[config.mk]
export PLATFORM = sky130hd
export DESIGN_NAME = kernel_launcher
export DESIGN_NICKNAME = d
export VERILOG_FILES = /design/src/rtl/kernel_launcher.sv
export SDC_FILE = /design/constraint.sdc
export NUM_CORES = 1
export LEC_CHECK = 0
export CAP_MARGIN = 5
export CORE_ASPECT_RATIO = 0.75
export CORE_UTILIZATION = 40
export DETAILED_ROUTE_END_ITERATION = 16
export GPL_TIMING_DRIVEN = 0
export SLEW_MARGIN = 20
export SYNTH_ARGS = -nofsm -noshare
export SYNTH_HDL_FRONTEND = slang
export SYNTH_SLANG_ARGS = --single-unit
[constraint.sdc]
create_clock -name clk -period 5.6 [get_ports clk]
set_input_delay 1.12 -clock clk [delete_from_list [all_inputs] [get_ports clk]]
set_output_delay 1.12 -clock clk [all_outputs]
set_load 0.05 [all_outputs]
[src/rtl/kernel_launcher.sv]
// kernel_launcher: preloads path memory, kicks the kernel, waits for its
// write port to go quiet, then dumps memory and reports a modular checksum.
module kernel_launcher #(
  parameter int WIDTH        = 32,
  parameter int SIZE         = 64,
  parameter int ADDR_W       = 6,
  parameter int ZERO_IDX     = 32,
  parameter int QUIET_CYCLES = 256,
  parameter int MAX_RUN      = 65536
) (
  input  logic              clk,
  input  logic              rst,
  input  logic              go,
  output logic              mem_wr_en,
  output logic [ADDR_W-1:0] mem_wr_addr,
  output logic [WIDTH-1:0]  mem_wr_data,
  output logic              tstart,
  input  logic              kern_wr_en,
  output logic              mem_rd_en,
  output logic [ADDR_W-1:0] mem_rd_addr,
  input  logic [WIDTH-1:0]  mem_rd_data,
  output logic              busy,
  output logic              done,
  output logic              timeout,
  output logic [WIDTH-1:0]  checksum,
  output logic [31:0]       write_count
);

  localparam int QW = $clog2(QUIET_CYCLES + 1);
  localparam int RW = $clog2(MAX_RUN + 1);
  localparam logic [ADDR_W-1:0] LAST_ADDR = ADDR_W'(SIZE - 1);

  typedef enum logic [2:0] {
    S_IDLE,
    S_LOAD,
    S_KICK,
    S_RUN,
    S_DUMP,
    S_DRAIN,
    S_DONE
  } state_t;

  state_t         state;
  logic [QW-1:0]  quiet_cnt;
  logic [RW-1:0]  run_cnt;
  logic [WIDTH-1:0] acc;

  function automatic logic [WIDTH-1:0] preload_word(input logic [ADDR_W-1:0] i);
    if (int'(i) == ZERO_IDX) return '0;
    return WIDTH'(i) + WIDTH'(1);
  endfunction

  // Outputs are registered together with the state, so each branch sets the
  // output values belonging to the state being entered.
  always_ff @(posedge clk or posedge rst) begin
    if (rst) begin
      state       <= S_IDLE;
      mem_wr_en   <= 1'b0;
      mem_wr_addr <= '0;
      mem_wr_data <= '0;
      tstart      <= 1'b0;
      mem_rd_en   <= 1'b0;
      mem_rd_addr <= '0;
      busy        <= 1'b0;
      done        <= 1'b0;
      timeout     <= 1'b0;
      checksum    <= '0;
      write_count <= '0;
      quiet_cnt   <= '0;
      run_cnt     <= '0;
      acc         <= '0;
    end else begin
      case (state)
        S_IDLE, S_DONE: begin
          if (go) begin
            state       <= S_LOAD;
            busy        <= 1'b1;
            done        <= 1'b0;
            timeout     <= 1'b0;
            checksum    <= '0;
            write_count <= '0;
            acc         <= '0;
            mem_wr_en   <= 1'b1;
            mem_wr_addr <= '0;
            mem_wr_data <= preload_word('0);
          end
        end
        S_LOAD: begin
          if (mem_wr_addr == LAST_ADDR) begin
            state       <= S_KICK;
            mem_wr_en   <= 1'b0;
            mem_wr_addr <= '0;
            mem_wr_data <= '0;
            tstart      <= 1'b1;
          end else begin
            mem_wr_addr <= mem_wr_addr + ADDR_W'(1);
            mem_wr_data <= preload_word(mem_wr_addr + ADDR_W'(1));
          end
        end
        S_KICK: begin
          state     <= S_RUN;
          tstart    <= 1'b0;
          quiet_cnt <= '0;
          run_cnt   <= '0;
        end
        S_RUN: begin
          run_cnt <= run_cnt + RW'(1);
          if (kern_wr_en) begin
            quiet_cnt <= '0;
            if (write_count != '1) write_count <= write_count + 32'd1;
          end else begin
            quiet_cnt <= quiet_cnt + QW'(1);
          end
          // Timeout is tested first so it wins when both exits coincide.
          if (run_cnt == RW'(MAX_RUN - 1)) begin
            timeout     <= 1'b1;
            state       <= S_DUMP;
            mem_rd_en   <= 1'b1;
            mem_rd_addr <= '0;
          end else if (!kern_wr_en && quiet_cnt == QW'(QUIET_CYCLES - 1)) begin
            state       <= S_DUMP;
            mem_rd_en   <= 1'b1;
            mem_rd_addr <= '0;
          end
        end
        S_DUMP: begin
          // Read data lags the address by one cycle.
          if (mem_rd_addr != '0) acc <= acc + mem_rd_data;
          if (mem_rd_addr == LAST_ADDR) begin
            state       <= S_DRAIN;
            mem_rd_en   <= 1'b0;
            mem_rd_addr <= '0;
          end else begin
            mem_rd_addr <= mem_rd_addr + ADDR_W'(1);
          end
        end
        S_DRAIN: begin
          state    <= S_DONE;
          checksum <= acc + mem_rd_data;
          acc      <= acc + mem_rd_data;
          busy     <= 1'b0;
          done     <= 1'b1;
        end
        default: begin
          state <= S_IDLE;
          busy  <= 1'b0;
          done  <= 1'b0;
        end
      endcase
    end
  end

endmodule
==> metrics.md, run 1 <==
| Metric | Value |
|---|---|
| Critical path required time | `5890 ps` |
| H-tree Lvls | `4` |
| CTS tree | `yes` |
| Die extent in y | `132 microns` |
| Capture endpoint of the worst hold path | `tstart` |
| Quantity of gates resized following cts | `0` |
| ANT nets after route | `0` |
| DRC marker count from the first detailed-route iteration | `658` |
| Number of rows in the core area | `47` |
| Minimum clock period after layout | `4200 ps` |
| Worst-Margin Slew | `948 ps` |
| Leakage | `5.06 nW` |
| Number of global-route vias before repair | `7,359` |
| HP Start | `tstart` |
| GRT overflow | `0` |
| Hold buffers post-CTS | `0` |
| Cell area after technology mapping | `0.00902 sq mm` |
| Kind of end point of the critical path | `register` |
| Diode insertion count for antenna repair | `0` |
| Number of placed instances, taps included | `1,467` |
| DRC violations left | `0` |
| Final-report hold violation count | `0` |
| Via-per-instance ratio | `5.47` |
| Die ar. | `0.0232 sq mm` |
| Clock-pin slew on the worst setup and hold paths | `70 ps` |
| Post-Route WL | `24.8 mm` |
| Post-detail-place hpwl | `18.1 mm` |
| CP Data Arrival Time | `4490 ps` |
| Area post-placement | `0.0108 sq mm` |
| Wire length of the first global-routing pass | `40.2 mm` |
| CP cell instances | `clkdlybuf4s50_1, ha_1, inv_1, fa_1, nor2b_1, o211ai_1, a31oi_1, o21ai_0, o31ai_1, mux2i_1, o21ai_0` |
| Routed length per instance | `16.5 microns` |
| Reg-to-reg critical path endpoint | `checksum[30]` |
| Worst supply voltage drop on vdd | `0.000324 V` |
| Via count | `8,207` |
| Number of synthesized register bits | `150` |
| Synth-to-layout area growth | `26.1%` |
| Number of cells on the worst reg-to-reg path | `10` |
| Final Instance Area | `0.0114 sq mm` |
| Number of I/O pins | `150` |
| Fraction of final layout cells with drive strength greater than 1 | `7.47%` |
| Cell family with most CP delay | `compound AO/OA/AOI/OAI gates` |
| Clock insertion delay at the later pin of the skew report | `440 ps` |
| Final Util | `51.4%` |
| Slew headroom | `36.1%` |
| Worst Clk Skew | `13.5 ps` |
| Fin. max-slew vios | `0` |
| Unique cell type count in the Yosys netlist | `74` |
| Overall fraction of global-route tracks in use | `21.9%` |
| RSZ-0062 raised after global routing | `false` |
| Inserted Clock Buffers | `17` |
| Worst r2r src | `acc[0]` |
| Initial antenna violation count | `0` |
| Path type of the worst setup path | `in -> reg` |
| Outcome | `finished clean` |
| CTS Root Buffer Type | `sky130_fd_sc_hd__clkbuf_16` |
| Core ar. | `0.0221 sq mm` |
| Number of buffers between clock root and the deepest sink | `2` |
| Post-synth EDFFs | `0` |
| Max Clk Rate | `0.238 GHz` |
| Power density cells | `297 mW/mm^2` |
| Setup crit start kind | `input pin` |
| Total setup buffers inserted after CTS | `0` |
| Effective utilization at floorplan | `40.8%` |
| Cell with the largest stage delay on the worst path | `sky130_fd_sc_hd__o31ai_1` |
| Number of max-cap violations | `0` |
| Period Utilization, post-route | `75.0%` |
| Avg Cell Area, Syn | `8.81 sq um` |
| Part of the Yosys area used for sequential elements | `41.6%` |
| Most numerous cell on the critical path | `sky130_fd_sc_hd__o21ai_0` |
| Cell count after synthesis | `1,024` |
| Port Buf Inserts | `124` |
| Final Net Count | `1,269` |
| Detailed Routing Iterations Pass 1 | `5` |
| Leading register cell type out of synthesis | `sky130_fd_sc_hd__dfrtp_1` |
| Total clock sinks | `150` |
| Combined buffer and inverter count along the critical path | `2` |
| Fill cell total of the finished layout | `2,139` |
| Total number of yosys warnings | `0` |
| Total of endpoints with negative setup slack in the final report | `0` |
| R2R Setup Slk | `2210 ps` |
| CP Max Fanout | `4` |
| Non-filler instance count after layout | `1,499` |
| Routability congestion estimate from global placement | `0.941` |
| Accumulated negative setup slack | `0 ps` |
| Total power | `3.37 mW` |
| Number of cells traversed by the worst hold path | `2` |
| Peak per-stage delay on the critical path | `590 ps` |
| Overall die width | `175 microns` |
| Post-synthesis async set-or-reset flop share | `100%` |
| Pin count of the biggest net entering global routing | `89` |
| Worst min-delay path class | `reg -> reg` |
-- logic make-up after synthesis --
group	Yosys count	share of synthesized area (%)
AO/OA/AOI/OAI	255	17.8
AND/OR/NAND/NOR	399	21.7
buffers and inverters	103	5.63
flip-flops	150	41.6
XOR/XNOR	66	6.41
adder cells (fa/ha/maj)	41	5.77
multiplexers	9	0.999
other	1	0.0416
-- cells in the final DEF, fill, tap and decap left out, types with 7 or more instances in the layout --
master | Yosys | routed
sky130_fd_sc_hd__nor2_1 | 72 | 72
sky130_fd_sc_hd__o21a_1 | 8 | 8
sky130_fd_sc_hd__ha_1 | 40 | 40
sky130_fd_sc_hd__o21ai_0 | 106 | 106
sky130_fd_sc_hd__buf_2 | 11 | 11
sky130_fd_sc_hd__xnor2_1 | 22 | 22
sky130_fd_sc_hd__dfrtp_1 | 150 | 150
sky130_fd_sc_hd__nor3_1 | 23 | 22
sky130_fd_sc_hd__nand4_1 | 28 | 28
sky130_fd_sc_hd__buf_4 | 26 | 26
sky130_fd_sc_hd__o31ai_1 | 9 | 9
sky130_fd_sc_hd__a31oi_1 | 16 | 16
sky130_fd_sc_hd__nand3_1 | 104 | 104
sky130_fd_sc_hd__a21oi_1 | 36 | 36
sky130_fd_sc_hd__mux2i_1 | 9 | 9
sky130_fd_sc_hd__clkbuf_1 | 34 | 34
sky130_fd_sc_hd__clkdlybuf4s50_1 | 0 | 124
sky130_fd_sc_hd__conb_1 | 1 | 25
sky130_fd_sc_hd__nand2_1 | 99 | 99
sky130_fd_sc_hd__o211ai_1 | 7 | 7
sky130_fd_sc_hd__and3_1 | 26 | 26
sky130_fd_sc_hd__clkbuf_16 | 0 | 17
sky130_fd_sc_hd__a21o_1 | 10 | 10
sky130_fd_sc_hd__a211o_1 | 7 | 7
sky130_fd_sc_hd__inv_1 | 24 | 23
sky130_fd_sc_hd__a22o_1 | 8 | 8
sky130_fd_sc_hd__xor2_1 | 44 | 44
-- synthesized netlist by cell type, types with 23 or more instances --
library cell | number | area, sq um
sky130_fd_sc_hd__a21oi_1 | 36 | 180
sky130_fd_sc_hd__clkbuf_1 | 34 | 128
sky130_fd_sc_hd__buf_4 | 26 | 195
sky130_fd_sc_hd__nand4_1 | 28 | 175
sky130_fd_sc_hd__nor2_1 | 72 | 270
sky130_fd_sc_hd__nand2_1 | 99 | 372
sky130_fd_sc_hd__nand3_1 | 104 | 521
sky130_fd_sc_hd__o21ai_0 | 106 | 531
sky130_fd_sc_hd__dfrtp_1 | 150 | 3750
sky130_fd_sc_hd__ha_1 | 40 | 500
sky130_fd_sc_hd__and3_1 | 26 | 163
sky130_fd_sc_hd__inv_1 | 24 | 90.1
sky130_fd_sc_hd__xor2_1 | 44 | 385
sky130_fd_sc_hd__nor3_1 | 23 | 115
-- worst min-delay path: stages, from the launching register on --
cell	delay, ps
sky130_fd_sc_hd__dfrtp_1	350
sky130_fd_sc_hd__nand2_1	50
sky130_fd_sc_hd__o21ai_0	60
-- sequential cells by signal (all words and copies together) (netlist names), 3 cells and up --
name,cells
acc,32
checksum,32
mem_rd_addr,6
mem_wr_addr,6
mem_wr_data,7
quiet_cnt,9
run_cnt,17
state,3
write_count,32
-- per-stage QoR --
stage	hold slack (ps)	worst slack [ps]
after floorplan	449	444
final	487	1400
after CTS	489	1530
after global routing	525	1220
after global placement	465	-1950
after detailed placement	467	1100
-- layer usage --
layer	track usage, %	vias up	wire, microns
met5	0	-	0
met4	4.49	0	180
met3	4.50	17	1560
met2	29.3	241	9850
met1	35.4	3926	13200
li1	-	4023	-
-- power by group --
part	internal (mW)	total, mW	switching (mW)
logic	0.289	0.942	0.653
registers	1.15	1.22	0.0664
clock network	0.678	1.21	0.534
-- area by class of cell --
class / instances / area [sq um] / share of cell area, %
plain buffers: 79 / 418 / 3.67
clock buffers: 17 / 425 / 3.74
clock inverters: 15 / 186 / 1.64
inverters: 24 / 97.6 / 0.858
multi-input cells: 795 / 4860 / 42.7
flip-flops and latches: 150 / 3750 / 33.0
well taps: 294 / 368 / 3.23
repair buffers: 125 / 1270 / 11.2
-- worst max path at each step --
stage	endpoint	cells past startpoint	slack, ps	from
after global placement	mem_wr_addr[1]	2	-1950	rst
after floorplan	acc[0]	1	440	rst
after CTS	checksum[30]	11	1530	mem_rd_data[0]
after global routing	acc[30]	11	1220	mem_rd_data[0]
final	checksum[30]	11	1400	mem_rd_data[0]
after detailed placement	acc[30]	11	1100	mem_rd_data[0]
No activity file was read; power rests on OpenSTA's default activity.
==> inputs of run 2 (changes only) <==
--- a/config.mk
+++ b/config.mk
@@ -10,6 +10,7 @@
 export CORE_UTILIZATION = 40
 export DETAILED_ROUTE_END_ITERATION = 16
 export GPL_TIMING_DRIVEN = 0
+export PLACE_DENSITY = 0.65
 export SLEW_MARGIN = 20
 export SYNTH_ARGS = -nofsm -noshare
 export SYNTH_HDL_FRONTEND = slang
==> constraint.sdc (replaced) <==
create_clock -name clk -period 3.7 [get_ports clk]
set_input_delay 0.74 -clock clk [delete_from_list [all_inputs] [get_ports clk]]
set_output_delay 0.74 -clock clk [all_outputs]
set_load 0.05 [all_outputs]
==> metrics.md, run 2 (synthesis gave the netlist of run 1 again) <==
| Metric | Value |
|---|---|
| Outcome | `finished clean` |
| Via count | `8,201 (-0.073%)` |
| Share of total power consumed by net switching | `37.2% (about the same)` |
| Final setup slack of the worst path | `325 ps (-1080 ps)` |
| DRC marker count from the first detailed-route iteration | `759 (+15%)` |
| ANT nets after route | `0 (unchanged)` |
| Logic gate share of total power | `28.7% (+0.8 points)` |
| Final Instance Area | `0.0114 sq mm (+0.34%)` |
| Clock insertion delay at the later pin of the skew report | `430 ps (about the same)` |
| Final Util | `51.6% (+0.18 points)` |
| CTS tree | `yes` |
| Die ar. | `0.0232 sq mm (unchanged)` |
| Accumulated negative setup slack | `0 ps (unchanged)` |
| GRT overflow | `0 (unchanged)` |
| Overall fraction of global-route tracks in use | `21.5% (-0.44 points)` |
| Clock share of power | `34.3% (-1.6 points)` |
| Clock-pin slew on the worst setup and hold paths | `60 ps (about the same)` |
| RSZ-0062 raised after global routing | `false` |
| Setup crit start kind | `input pin` |
| Post-Route WL | `24.6 mm (-0.85%)` |
| H-tree Lvls | `4 (unchanged)` |
| Total of endpoints with negative setup slack in the final report | `0 (unchanged)` |
| Pin count of the biggest net entering global routing | `31 (-65%)` |
| Number of rows in the core area | `47 (unchanged)` |
| Net load switching power | `1.85 mW (+48%)` |
| Part of the total power dissipated in sequential elements | `37.0% (+0.8 points)` |
| Number of I/O pins | `150 (unchanged)` |
| Number of placed instances, taps included | `1,471 (+0.27%)` |
| Period Utilization, post-route | `91.2%` |
| Number of global-route vias before repair | `7,288 (-0.96%)` |
| Worst supply voltage drop on vdd | `0.000396 V (+22%)` |
| Hold buffers post-CTS | `0 (unchanged)` |
| Slew headroom | `49.9% (+14 points)` |
| Commonest cells after routing, fill and taps aside | `sky130_fd_sc_hd__dfrtp_1, sky130_fd_sc_hd__clkdlybuf4s50_1, sky130_fd_sc_hd__o21ai_0` |
| Routed length per instance | `16.4 microns (-1.1%)` |
| CP Max Fanout | `4 (unchanged)` |
| Wire length of the first global-routing pass | `39.3 mm (-2.2%)` |
| Worst min-delay path class | `reg -> reg` |
| Fin. max-slew vios | `0 (unchanged)` |
| Inserted Clock Buffers | `17 (unchanged)` |
| Hold_ws | `491 ps (+4.08 ps)` |
| Power density cells | `437 mW/mm^2 (+47%)` |
| Effective utilization at floorplan | `40.8% (unchanged)` |
| Number of cells traversed by the worst hold path | `1 (-1)` |
| Final Net Count | `1,273 (+0.32%)` |
| Total power | `4.99 mW (+48%)` |
| Quantity of gates resized following cts | `0 (unchanged)` |
| Die extent in y | `132 microns (unchanged)` |
| Path type of the worst setup path | `in -> reg` |
| Final-report hold violation count | `0 (unchanged)` |
| Max Clk Rate | `0.296 GHz` |
| Fraction of final layout cells with drive strength greater than 1 | `7.78% (+0.31 points)` |
| Commonest non-fill, non-tap cell in the layout | `sky130_fd_sc_hd__dfrtp_1` |
| Worst-Margin Slew | `747 ps (-201 ps)` |
| Total setup buffers inserted after CTS | `0 (unchanged)` |
| Leakage | `5.07 nW (+0.27%)` |
| Critical path required time | `3980 ps (-1910 ps)` |
| Synth-to-layout area growth | `26.5%` |
| Number of cells on the worst reg-to-reg path | `10 (unchanged)` |
| DRC violations left | `0 (unchanged)` |
| CTS Root Buffer Type | `sky130_fd_sc_hd__clkbuf_16` |
| Kind of end point of the critical path | `register` |
| Detailed Routing Iterations Pass 1 | `5 (unchanged)` |
| Diode insertion count for antenna repair | `0 (unchanged)` |
| Number of buffers between clock root and the deepest sink | `2 (unchanged)` |
| Overall die width | `175 microns (unchanged)` |
| Largest registers in the final layout | `acc (32), checksum (32), write_count (32)` |
| Minimum setup slack after placement | `-292 ps (-1390 ps)` |
| Core ar. | `0.0221 sq mm (unchanged)` |
| Minimum clock period after layout | `3380 ps` |
| Routability congestion estimate from global placement | `0.914 (-2.9%)` |
| Worst Clk Skew | `12.0 ps (-1.44 ps)` |
| CP Data Arrival Time | `3650 ps (-840 ps)` |
| Number of max-cap violations | `0 (unchanged)` |
| Initial antenna violation count | `0 (unchanged)` |
| Port Buf Inserts | `124 (unchanged)` |
| Total clock sinks | `150 (unchanged)` |
| Non-filler instance count after layout | `1,503 (+0.27%)` |
| Post-detail-place hpwl | `18.2 mm (+0.56%)` |
| Internal | `3.14 mW (+48%)` |
| Via-per-instance ratio | `5.46 (-0.34%)` |
| Fill cell total of the finished layout | `2,102 (-1.7%)` |
| Area post-placement | `0.0108 sq mm (+0.71%)` |
## run 2: cell type report
| class | count | area [sq um] | share of cell area (%) |
|---|---|---|---|
| Buffer | 79 | 418 | 3.66 |
| Clock buffer | 18 | 429 | 3.76 |
| Clock inverter | 14 | 140 | 1.23 |
| Inverter | 24 | 93.8 | 0.822 |
| Multi-Input combinational cell | 795 | 4860 | 42.6 |
| Sequential cell | 150 | 3750 | 32.9 |
| Tap cell | 294 | 368 | 3.22 |
| Timing Repair Buffer | 129 | 1350 | 11.8 |
## run 2: final timing paths
path / from / end / slack (ps)
max reg2reg: acc[0] / checksum[30] / 770
min: run_cnt[8] / run_cnt[8] / 490
min in group asynchronous: rst / acc[6] / 700
min reg2reg: run_cnt[8] / run_cnt[8] / 490
max: mem_rd_data[0] / checksum[30] / 320
max in group asynchronous: rst / write_count[29] / 2040
## run 2: routing by layer
| metal | track usage [%] | vias to the layer above | part of all wire (%) |
|---|---|---|---|
| met2 | 29.5 | 228 | 41 |
| met5 | 0 | - | 0 |
| met4 | 4.69 | 0 | 0.63 |
| met3 | 4.12 | 11 | 6.5 |
| li1 | - | 4017 | - |
| met1 | 34.2 | 3945 | 52 |
## run 2: power by group through the flow
stage          clock, mW  combinational [mW]  sequential, mW
2_1_floorplan          0               0.785            2.07
3_3_place_gp           0                1.41            1.88
3_5_place_dp           0                1.43            1.88
4_1_cts             1.74                1.44            1.85
5_1_grt             1.81                1.56            1.86
6_report            1.71                1.43            1.85
## run 2: worst max-delay path, cell delays in order
cell and delay (ps):
sky130_fd_sc_hd__clkdlybuf4s50_1 490, sky130_fd_sc_hd__ha_1 210, sky130_fd_sc_hd__inv_1 60, sky130_fd_sc_hd__fa_1 400
sky130_fd_sc_hd__nor2b_1 160, sky130_fd_sc_hd__o211ai_1 130, sky130_fd_sc_hd__a31oi_1 380, sky130_fd_sc_hd__o21ai_1 330
sky130_fd_sc_hd__o31ai_2 360, sky130_fd_sc_hd__mux2i_1 270, sky130_fd_sc_hd__o21ai_0 110
==> inputs of run 3 (changes only) <==
--- a/config.mk
+++ b/config.mk
@@ -8,6 +8,7 @@
 export CAP_MARGIN = 5
 export CORE_ASPECT_RATIO = 0.75
 export CORE_UTILIZATION = 40
+export CTS_CLUSTER_DIAMETER = 150
 export DETAILED_ROUTE_END_ITERATION = 16
 export GPL_TIMING_DRIVEN = 0
 export PLACE_DENSITY = 0.65
==> results of run 3 <==
The final DEF is identical to that of run 2; final timing and power are the same.
